File: src/rtl/pkt_wr_arbiter.sv
// Round-robin write arbiter: four requesters share one packet FIFO, and a multi-word packet keeps the grant until its last word.
// Defining PKT_WR_ARBITER_STATS_EN adds gnt_cnt, a saturating count of completed packets per requester.
module pkt_wr_arbiter #(
  parameter int NREQ = 4,
  parameter int W    = 10
) (
  input  logic              clk,
  input  logic              rst,
  input  logic [NREQ-1:0]   req_valid,
  input  logic [NREQ-1:0]   req_last,
  input  logic [NREQ*W-1:0] req_data,
  output logic [NREQ-1:0]   req_ready,
  input  logic              fifo_full,
  output logic              fifo_we,
  output logic [W-1:0]      fifo_pkti,
  output logic [1:0]        gnt_id,
  output logic              busy
`ifdef PKT_WR_ARBITER_STATS_EN
  ,
  output logic [NREQ*8-1:0] gnt_cnt
`endif
);

  typedef enum logic {IDLE, LOCKED} state_e;

  state_e     state_q, state_d;
  logic [1:0] rr_ptr_q, rr_ptr_d;
  logic [1:0] owner_q, owner_d;
  logic [1:0] win_id;
  logic       win_found;
  logic [1:0] xfer_id;
  logic       xfer_last;

  // The search runs from the lowest priority up, so the highest-priority valid requester wins.
  // With no valid requester the result is ptr.
  function automatic logic [1:0] rr_pick(input logic [3:0] valid, input logic [1:0] ptr);
    logic [1:0] pick;
    pick = ptr;
    for (int k = 3; k >= 0; k--) begin
      if (valid[ptr + 2'(k)]) pick = ptr + 2'(k);
    end
    return pick;
  endfunction

  always_comb begin
    // NOTE: every combinational output and next-state term gets a default first, so no path can infer a latch.
    state_d   = state_q;
    rr_ptr_d  = rr_ptr_q;
    owner_d   = owner_q;
    req_ready = '0;
    fifo_pkti = '0;
    busy      = 1'b0;
    gnt_id    = rr_ptr_q;
    xfer_id   = rr_ptr_q;
    win_found = |req_valid;
    win_id    = rr_pick(req_valid, rr_ptr_q);

    if (state_q == IDLE) begin
      xfer_id = win_id;
      gnt_id  = win_id;
      if (win_found && !fifo_full) req_ready[win_id] = 1'b1;
    end else begin
      xfer_id            = owner_q;
      gnt_id             = owner_q;
      busy               = 1'b1;
      req_ready[owner_q] = !fifo_full;
    end

    fifo_we   = |(req_valid & req_ready);
    xfer_last = req_last[xfer_id];

    if (fifo_we) begin
      fifo_pkti = req_data[int'(xfer_id)*W +: W];
      if (xfer_last) begin
        state_d  = IDLE;
        rr_ptr_d = xfer_id + 2'd1;
      end else if (state_q == IDLE) begin
        state_d = LOCKED;
        owner_d = xfer_id;
      end
    end

    // While reset is held, all outputs read as idle.
    if (rst) begin
      req_ready = '0;
      fifo_we   = 1'b0;
      fifo_pkti = '0;
      gnt_id    = '0;
      busy      = 1'b0;
    end
  end

  always_ff @(posedge clk) begin
    // NOTE: sequential state uses non-blocking assignment, so every flop samples the values from before the edge.
    if (rst) begin
      state_q  <= IDLE;
      rr_ptr_q <= '0;
      owner_q  <= '0;
    end else begin
      state_q  <= state_d;
      rr_ptr_q <= rr_ptr_d;
      owner_q  <= owner_d;
    end
  end

`ifdef PKT_WR_ARBITER_STATS_EN
  logic [7:0] cnt_q [NREQ];
  logic [7:0] cnt_d [NREQ];

  always_comb begin
    cnt_d = cnt_q;
    if (fifo_we && xfer_last && cnt_q[xfer_id] != 8'hFF)
      cnt_d[xfer_id] = cnt_q[xfer_id] + 8'd1;
  end

  always_ff @(posedge clk) begin
    if (rst) begin
      for (int i = 0; i < NREQ; i++) cnt_q[i] <= '0;
    end else begin
      cnt_q <= cnt_d;
    end
  end

  for (genvar g = 0; g < NREQ; g++) begin : g_cnt
    assign gnt_cnt[8*g +: 8] = cnt_q[g];
  end
`endif

endmodule

File: config.mk
export PLATFORM = sky130hd
export DESIGN_NAME = pkt_wr_arbiter
export DESIGN_NICKNAME = d
export VERILOG_FILES = /design/src/rtl/pkt_wr_arbiter.sv
export SDC_FILE = /design/constraint.sdc
export NUM_CORES = 1
export LEC_CHECK = 0
export CELL_PAD_IN_SITES_DETAIL_PLACEMENT = 1
export CELL_PAD_IN_SITES_GLOBAL_PLACEMENT = 2
export CORE_ASPECT_RATIO = 0.8
export CORE_MARGIN = 10
export CORE_UTILIZATION = 17
export DETAILED_ROUTE_END_ITERATION = 10
export PLACE_DENSITY = 0.9
export SLEW_MARGIN = 20
export SYNTH_ARGS = -nofsm -noshare
export SYNTH_HDL_FRONTEND = slang
export SYNTH_SLANG_ARGS = --single-unit
File: constraint.sdc
create_clock -name clk -period 2.7 [get_ports clk]
set_clock_uncertainty 0.05 [all_clocks]
set_input_delay 0.27 -clock clk [delete_from_list [all_inputs] [get_ports clk]]
set_output_delay 0.27 -clock clk [all_outputs]
set_load 0.05 [all_outputs]
==> run_results.csv, run 1 <==
group,metric,value,unit
sta,tightest_slew,538,ps
grt,grt-ovfl-total,0,
setup_path,arrival,2300,ps
pwr,clkPwrFrac,0.145,
flow_run,maxCapViolations,0,
layout,multi_input_area,721,um^2
route,drt_iter0_drc,36,
logic_synthesis,synth_edf_count,0,
clock_tree,htreeDepth,1,
pwr,switching_share,0.391,
pwr,p_comb_frac,0.738,
pwr,seq_power_share,0.117,
route,wl,4.18,mm
pwr,power_density,511,mW/mm^2
clock_tree,cts.sinks,5,
pwr,p_switching,0.381,mW
setup_path,worstPathMaxFanout,5,
layout,fill_cells,562,
logic_synthesis,ys_warn_count,0,
worst_hold_path,whs_path_depth,2,
layout,layout_commonest_cell,"clkdlybuf4s50_1",
pwr,report.power.total,0.974,mW
grt,grt_busiest_layer,"met2",
run_status,outcome,"completed",
logic_synthesis,synthFlopType,"dfxtp_1",
placed_design,gp_congestion,0.736,
sta,layout_min_cycle_time,2620,ps
worst_hold_path,hold_class,"reg -> reg",
pwr,leakage,0.747,nW
logic_synthesis,syn_avg_cell_area,9.26,um^2
logic_synthesis,async_flop_share,0,
die,coreArea,0.00495,mm^2
grt,grt_usage,0.100,
route,first_pass_iters,4,
sta,period_share,0.971,
layout,final_core_util,0.385,
clock_tree,cts_buffers,3,
logic_synthesis,synthCells,93,
grt,grt_use_met2,0.199,
grt,grt_max_degree,16,
logic_synthesis,ys_seq_elements,5,
grt,antenna_found_initial,0,
setup_path,worstReg2RegStart,"rr_ptr_q[0]",
route,drc,0,
grt,grt_use_met3,0.0306,
clock_tree,cts_tree,"built",
placed_design,dpl.cell_count,229,
grt,grt_pass1_wl,6.65,mm
sta,slew_violations,0,
setup_path,start_kind,"primary input",
sta,slew_headroom,0.640,
placed_design,port_buffers,68,
setup_path,worstSetupStartpoint,"req_valid[0]",
setup_path,critPathKind,"in -> out",
die,std_cell_rows,23,
pwr,p_int,0.593,mW
layout,final_cell_mix,"clkdlybuf4s50_1 (47), buf_4 (13), and2_1 (12), mux4_2 (10), buf_6 (10)",
clock_tree,clockBufferDepth,2,
route,routed_via_density,4.51,
logic_synthesis,syn_area,861,um^2
clock_tree,clk_pin_slew_worst_paths,30,ps
worst_hold_path,min_to,"rr_ptr_q[0]",
layout,antenna_cells,0,
sta,finalSetupViolCount,0,
setup_path,ff2ff_path_depth,8,
logic_synthesis,synth_nets,144,
worst_hold_path,worstHoldStart,"rr_ptr_q[0]",
setup_path,reg2reg_slack,460,ps
die,pin_count,69,
placed_design,dpl.hpwl,3.44,mm
pwr,max-vdd-ir-drop,0.248,mV
placed_design,dpl_cell_area,0.00174,mm^2
clock_tree,clock_latency,220,ps
layout,final_area,0.00191,mm^2
grt,grt_pass1_vias,1253,
sta,max_freq,0.382,GHz
die,die_y,83.6,um
sta,fin_setup_tns,0,ps
sta,hold_viol_final,0,
logic_synthesis,yosysSeqAreaShare,0.116,
grt,use_met1,0.0982,
route,ant_nets,0,
die,dieArea,0.00833,mm^2
layout,drive_above_1_share,0.324,
clock_tree,cts_root_buf,"clkbuf_8",
layout,syn_to_final_growth,121,%
layout,fin_nets,228,
logic_synthesis,ys_types,33,
layout,final_cells,238,
layout,regArea,104,um^2
setup_path,required,2380,ps
setup_path,worstReg2RegEnd,"owner_q[1]",
die,start_util,0.174,
setup_path,critPathCaptureType,"output port",
route,wire_per_inst,17.6,um
die,die_x,99.6,um
sta,rsz0062_at_grt,"true",
route,vias,1073,
-- cells by family after synthesis --
kind of cell,Yosys count,synth area share
flops,5,0.116
compound gates,17,0.190
mux,16,0.334
xor+xnor,1,0.0102
buf+inv,9,0.0581
simple gates,45,0.291
-- flip-flops by register name, summed over array words and instances (netlist names) --
signal    cells
owner_q       2
rr_ptr_q      2
state_q       1
-- through the flow --
stage / setup WS (ps) / hold WS, ps
floorplan: 137 / 433
global placement: 23.5 / 473
detailed placement: -30.4 / 488
CTS: 10.9 / 463
global route: -7.22 / 490
finish: 79.2 / 466
-- per-layer routing --
layer	part of all wire	wire length [um]
met1	0.36	1500
met2	0.59	2490
met3	0.036	152
met4	0.011	44
met5	0	0
-- repair_timing --
| item | 4_1_cts | 5_1_grt |
|---|---|---|
| gates resized for setup | 18 | 4 |
| endpoints found under the setup margin | 10 | 13 |
| setup buffers | 3 | 0 |
| cloned | 2 | 0 |
| hold buffers | 0 | 0 |
| pin swaps | 1 | 1 |
-- power by group through the flow --
stage / Clock [mW] / Sequential (mW) / Combinational, mW
after floorplan: 0 / 0.101 / 0.393
after global routing: 0.153 / 0.117 / 0.769
final: 0.141 / 0.114 / 0.719
after CTS: 0.146 / 0.113 / 0.728
after global placement: 0 / 0.114 / 0.621
after detailed placement: 0 / 0.113 / 0.633
-- worst max-delay path, cell delays in order --
cell and delay, ps:
dlygate4sd2_1 260, nor2b_1 140, o21a_1 170, o41a_1 410
buf_4 160, buf_12 130, mux4_2 420, and2_1 180
buf_6 150
-- area by class of cell --
cell class	instances	share of cell area
Timing Repair Buffer	85	0.497
Multi-Input combinational cell	79	0.378
Sequential cell	5	0.0545
Tap cell	62	0.0407
Clock buffer	4	0.0236
Inverter	3	0.00591
-- how the worst max path moves through the flow --
stage / to / slack [ps] / cells past startpoint
6_report: fifo_pkti[5] / 80 / 9
5_1_grt: fifo_pkti[5] / -7 / 9
4_1_cts: fifo_pkti[5] / 10 / 9
3_5_place_dp: fifo_pkti[5] / -30 / 8
3_3_place_gp: fifo_pkti[0] / 20 / 8
2_1_floorplan: fifo_pkti[0] / 140 / 6
-- cell usage after synthesis, types with 2 or more instances --
| cell type | count | area (um^2) |
|---|---|---|
| a211oi_1 | 2 | 15.0 |
| a21oi_1 | 3 | 15.0 |
| nand2_1 | 7 | 26.3 |
| nor2b_1 | 4 | 25.0 |
| inv_1 | 3 | 11.3 |
| mux2i_1 | 4 | 40.0 |
| dfxtp_1 | 5 | 100 |
| nor2_1 | 10 | 37.5 |
| a22oi_1 | 3 | 22.5 |
| nor3_1 | 3 | 15.0 |
| buf_6 | 2 | 22.5 |
| nand2b_1 | 3 | 18.8 |
| clkbuf_1 | 3 | 11.3 |
| and2_1 | 12 | 75.1 |
| mux4_2 | 10 | 225 |
| a32oi_1 | 2 | 17.5 |
No activity file was read; power rests on OpenSTA's default activity.
==> inputs of run 2 (changes only) <==
==> config.mk (replaced) <==
export PLATFORM = sky130hd
export DESIGN_NAME = pkt_wr_arbiter
export DESIGN_NICKNAME = d
export VERILOG_FILES = /design/src/rtl/pkt_wr_arbiter.sv
export SDC_FILE = /design/constraint.sdc
export NUM_CORES = 1
export LEC_CHECK = 0
export CELL_PAD_IN_SITES_DETAIL_PLACEMENT = 0
export CELL_PAD_IN_SITES_GLOBAL_PLACEMENT = 1
export CORE_ASPECT_RATIO = 0.8
export CORE_MARGIN = 10
export CORE_UTILIZATION = 22
export DETAILED_ROUTE_END_ITERATION = 10
export PLACE_DENSITY = 0.88
export SLEW_MARGIN = 20
export SYNTH_ARGS = -nofsm -noshare
export SYNTH_HDL_FRONTEND = slang
export SYNTH_SLANG_ARGS = --single-unit
==> run 2 against run 1 <==
Global-route usage about the same. Via count down 1.7%. Worst setup slack better by 4.6 ps. First-iteration DRC count shrank 8.3%. Final cell count decreased by 4.6%. Die area is 18% lower. Count of clock-buffer cells in the layout is the same. Clock power about the same. Critical path type unchanged. Largest power group unchanged.
==> run_results.csv, run 2 (same netlist as run 1, synthesis figures left out) <==
group,metric,value,unit
sta,slew_headroom,0.650,
sta,hold_viol_final,0,
clock_tree,clockBufferDepth,2,
sta,max_freq,0.382,GHz
route,routed_via_density,4.65,
layout,fill_cells,353,
die,pin_count,69,
sta,period_share,0.969,
clock_tree,cts.sinks,5,
layout,antenna_cells,0,
layout,final_area,0.00182,mm^2
sta,slew_violations,0,
setup_path,cp.buffers_inverters,4,
setup_path,critPathKind,"in -> out",
placed_design,dpl_cell_area,0.00172,mm^2
route,first_pass_iters,4,
layout,fin_nets,224,
layout,drive_above_1_share,0.314,
die,start_util,0.228,
setup_path,required,2380,ps
grt,antenna_found_initial,0,
die,coreArea,0.00378,mm^2
setup_path,cpMaxStageDelayCell,"mux4_2",
clock_tree,cts_buffers,3,
sta,finalSetupViolCount,0,
die,dieArea,0.00683,mm^2
grt,grt_max_degree,16,
setup_path,max_stage_delay,410,ps
pwr,power_density,499,mW/mm^2
run_status,outcome,"completed",
layout,reg_top3,"owner_q: 2 flops, rr_ptr_q: 2 flops, state_q: 1 flops",
route,wl,3.55,mm
clock_tree,clk_pin_slew_worst_paths,40,ps
grt,grt_usage,0.100,
layout,layout_commonest_cell,"clkdlybuf4s50_1",
sta,fin_hold_ws,463,ps
sta,rsz0062_at_grt,"false",
layout,syn_to_final_growth,111,%
route,wire_per_inst,15.6,um
die,std_cell_rows,20,
placed_design,port_buffers,68,
layout,final_cell_mix,"clkdlybuf4s50_1 (47), buf_4 (18), and2_1 (12), mux4_2 (10), buf_12 (10)",
grt,grt_pass1_wl,5.56,mm
placed_design,gp_congestion,0.846,
grt,grt-ovfl-total,0,
die,die_x,89.9,um
clock_tree,clock_latency,230,ps
route,ant_nets,0,
setup_path,critPathMostFrequentCell,"buf_12",
route,drc,0,
worst_hold_path,hold_class,"reg -> reg",
placed_design,dpl.hpwl,3.11,mm
pwr,leakage,0.706,nW
setup_path,start_kind,"primary input",
clock_tree,cts_tree,"built",
flow_run,maxCapViolations,0,
sta,tightest_slew,524,ps
setup_path,critPathCaptureType,"output port",
clock_tree,htreeDepth,1,
pwr,max-vdd-ir-drop,0.164,mV
setup_path,critPathTopFamily,"buffers and inverters",
grt,grt_pass1_vias,1120,
sta,fin_setup_tns,0,ps
setup_path,crit_chain,"dlygate4sd2_1 -> nor2b_4 -> o21a_1 -> o41a_1 -> buf_12 -> buf_12 -> mux4_2 -> and2_1 -> buf_4",
clock_tree,cts_root_buf,"clkbuf_8",
die,die_y,76.0,um
setup_path,arrival,2300,ps
setup_path,worstPathMaxFanout,8,
sta,layout_min_cycle_time,2620,ps
route,vias,1055,
route,drt_iter0_drc,33,
## run 2: stage by stage
step	instances	setup WS, ps	power (mW)	utilization
2_1_floorplan	93	137	0.494	-
3_3_place_gp	220	22.1	0.721	0.454
3_5_place_dp	220	-38.1	0.731	0.454
4_1_cts	226	13.3	0.895	0.471
5_1_grt	227	7.48	0.963	0.481
6_report	227	83.9	0.908	0.481
## run 2: area by class of cell
cell class                      count  area (um^2)  area share
Timing Repair Buffer               81          865       0.475
Multi-Input combinational cell     79          726       0.399
Sequential cell                     5          104      0.0571
Tap cell                           55         68.8      0.0378
Clock buffer                        4         45.0      0.0248
Inverter                            3         11.3     0.00619
## run 2: worst register-to-register path, delay by kind of cell, from the launching register on
| kind | cells | cell delay (ps) |
|---|---|---|
| DFF | 1 | 360 |
| buffers and inverters | 2 | 300 |
| AOI/OAI and AO/OA | 3 | 750 |
| muxes | 1 | 360 |
| and+or+nand+nor | 2 | 320 |
## run 2: path summary, 6_finish.rpt
kind                                    from  slack (ps)  cells past startpoint            to
worst max-delay path            req_valid[2]          80                      9  fifo_pkti[2]
worst max register to register   rr_ptr_q[0]         440                      8    owner_q[1]
worst min register to register   rr_ptr_q[0]         460                      2   rr_ptr_q[0]
worst min-delay path             rr_ptr_q[0]         460                      2   rr_ptr_q[0]
## run 2: power breakdown
part	switching, mW	internal, mW	total [mW]
clock network	0.0409	0.102	0.143
registers	0.0242	0.0896	0.114
logic	0.294	0.357	0.652
## run 2: routing by layer
layer,GRT usage,up-vias,wire length (um)
li1,-,511,-
met1,0.0951,507,1240
met2,0.199,30,2090
met3,0.0276,7,124
met4,0.0381,0,94
met5,0,-,0
## run 2: what timing repair did
action                     in CTS  in global routing
hold buffers                    0                  0
resized for setup               7                  6
buffers inserted                2                  1
setup endpoints to repair      10                 12
pin swaps                       1                  1
==> inputs of run 3 (changes only) <==
--- a/config.mk
+++ b/config.mk
@@ -9,9 +9,10 @@
 export CELL_PAD_IN_SITES_GLOBAL_PLACEMENT = 1
 export CORE_ASPECT_RATIO = 0.8
 export CORE_MARGIN = 10
-export CORE_UTILIZATION = 22
+export CORE_UTILIZATION = 24
 export DETAILED_ROUTE_END_ITERATION = 10
-export PLACE_DENSITY = 0.88
+export PLACE_DENSITY = 0.95
+export REMOVE_ABC_BUFFERS = 1
 export SLEW_MARGIN = 20
 export SYNTH_ARGS = -nofsm -noshare
 export SYNTH_HDL_FRONTEND = slang
==> constraint.sdc (replaced) <==
create_clock -name clk -period 3.1 [get_ports clk]
set_clock_uncertainty 0.05 [all_clocks]
set_input_delay 0.31 -clock clk [delete_from_list [all_inputs] [get_ports clk]]
set_output_delay 0.31 -clock clk [all_outputs]
set_load 0.1 [all_outputs]
==> run 3 against run 2 <==
Utilization up 4.2 points. Global-route usage rose by 1.5 points. Sequential share of layout area down 0.16 points. Clock power fell by 19%. Non-clock buffer count down 10. Sequential power decreased by 14%. Critical endpoint is now fifo_pkti[4]. Die area decreased by 6.3%. Highest routed layer unchanged.
==> run_results.csv, run 3 (same netlist as run 1, synthesis figures left out) <==
group,metric,value,unit
run_status,outcome,"completed",
die,die_x,87.0,um
layout,syn_to_final_growth,109,%
route,routed_via_density,4.94,
layout,fin_nets,214,
pwr,report.power.total,0.876,mW
layout,final_cells,204,
sta,hold_viol_final,0,
setup_path,required,2740,ps
route,wire_per_inst,17.9,um
worst_hold_path,worstHoldStart,"rr_ptr_q[0]",
layout,final_cell_mix,"clkdlybuf4s50_1 (50), buf_12 (18), and2_1 (12), nor2_1 (10), mux4_2 (10)",
worst_hold_path,hold_class,"reg -> reg",
layout,drive_above_1_share,0.247,
layout,layout_commonest_cell,"clkdlybuf4s50_1",
die,dieArea,0.00640,mm^2
route,ant_nets,0,
clock_tree,htreeDepth,1,
setup_path,arrival,2590,ps
layout,regArea,100,um^2
clock_tree,cts_buffers,3,
pwr,power_density,486,mW/mm^2
sta,slew_headroom,0.544,
grt,grt_max_degree,18,
sta,slew_violations,0,
pwr,leakage,0.673,nW
route,drt_iter0_drc,35,
grt,grt_pass1_wl,5.82,mm
clock_tree,clock_latency,220,ps
setup_path,worstReg2RegEnd,"state_q",
setup_path,reg2reg_slack,750,ps
worst_hold_path,min_to,"rr_ptr_q[0]",
clock_tree,cts_root_buf,"clkbuf_8",
placed_design,gp_congestion,0.950,
clock_tree,ctsHoldBuffers,0,
grt,antenna_found_initial,0,
die,std_cell_rows,19,
clock_tree,cts.sinks,5,
route,vias,1007,
flow_run,maxCapViolations,0,
clock_tree,cts_tree,"built",
clock_tree,cts_setup_buffers,0,
setup_path,critPathKind,"in -> out",
placed_design,dpl.hpwl,3.23,mm
clock_tree,clockBufferDepth,2,
placed_design,dpl.cell_count,200,
die,coreArea,0.00345,mm^2
setup_path,ff2ff_path_depth,7,
sta,period_share,0.950,
grt,grt_usage,0.116,
route,first_pass_iters,4,
layout,reg_top3,"owner_q: 2 flops, rr_ptr_q: 2 flops, state_q: 1 flops",
layout,final_core_util,0.523,
sta,rsz0062_at_grt,"false",
route,wl,3.64,mm
grt,grt-ovfl-total,0,
pwr,max-vdd-ir-drop,0.202,mV
setup_path,worstPathMaxFanout,17,
placed_design,port_buffers,68,
clock_tree,cts_resized,0,
sta,max_freq,0.339,GHz
worst_hold_path,whs_path_depth,2,
placed_design,preCtsSetupSlack,163,ps
grt,grt_pass1_vias,1093,
setup_path,start_kind,"primary input",
sta,finalSetupViolCount,0,
sta,layout_min_cycle_time,2950,ps
layout,fill_cells,286,
layout,multi_input_area,711,um^2
setup_path,critPathCaptureType,"output port",
route,drc,0,
die,start_util,0.250,
clock_tree,clk_pin_slew_worst_paths,30,ps
layout,antenna_cells,0,
setup_path,worstReg2RegStart,"rr_ptr_q[1]",
sta,timing.final.ws_setup,154,ps
sta,tightest_slew,681,ps
die,pin_count,69,
die,die_y,73.6,um
## run 3: routing by layer
layer | track usage | wire length, um
met5 | 0 | 0
met4 | 0.0180 | 27
met3 | 0.0276 | 151
met2 | 0.229 | 2090
met1 | 0.121 | 1370
## run 3: worst max-delay path, stage by stage
cell	delay, ps
clkdlybuf4s50_1	610
nor2_1	70
a211oi_1	270
o41a_1	240
buf_12	180
mux4_2	530
and2_1	200
buf_12	170
## run 3: how the worst max path moves through the flow
| stage | from | end | slack, ps | depth (start not counted) |
|---|---|---|---|---|
| after global placement | req_valid[2] | fifo_pkti[9] | 230 | 8 |
| after detailed placement | req_valid[2] | fifo_pkti[4] | 160 | 8 |
| after global routing | req_valid[2] | fifo_pkti[4] | 20 | 8 |
| after floorplan | state_q | fifo_pkti[0] | -560 | 4 |
| after CTS | req_valid[2] | fifo_pkti[4] | 150 | 8 |
| final | req_valid[2] | fifo_pkti[4] | 150 | 8 |
## run 3: final cells by class
type | count | area share
Clock buffer | 4 | 0.0250
Timing Repair Buffer | 71 | 0.490
Tap cell | 42 | 0.0291
Sequential cell | 5 | 0.0555
Inverter | 3 | 0.00625
Multi-Input combinational cell | 79 | 0.394
## run 3: report_power, final
part	leakage, nW	total, mW	switching (mW)	internal [mW]
sequential	0.0410	0.0985	0.0218	0.0767
combinational	0.610	0.662	0.359	0.303
clock	0.0228	0.116	0.0280	0.0879
## run 3: metrics by stage
stage | TNS [ps] | area [um^2] | hold WS [ps]
4_1_cts | 0 | 1800 | 494
5_1_grt | 0 | 1800 | 516
6_report | 0 | 1800 | 486
2_1_floorplan | -6090 | 822 | 339
3_3_place_gp | 0 | 1760 | 470
3_5_place_dp | 0 | 1760 | 491
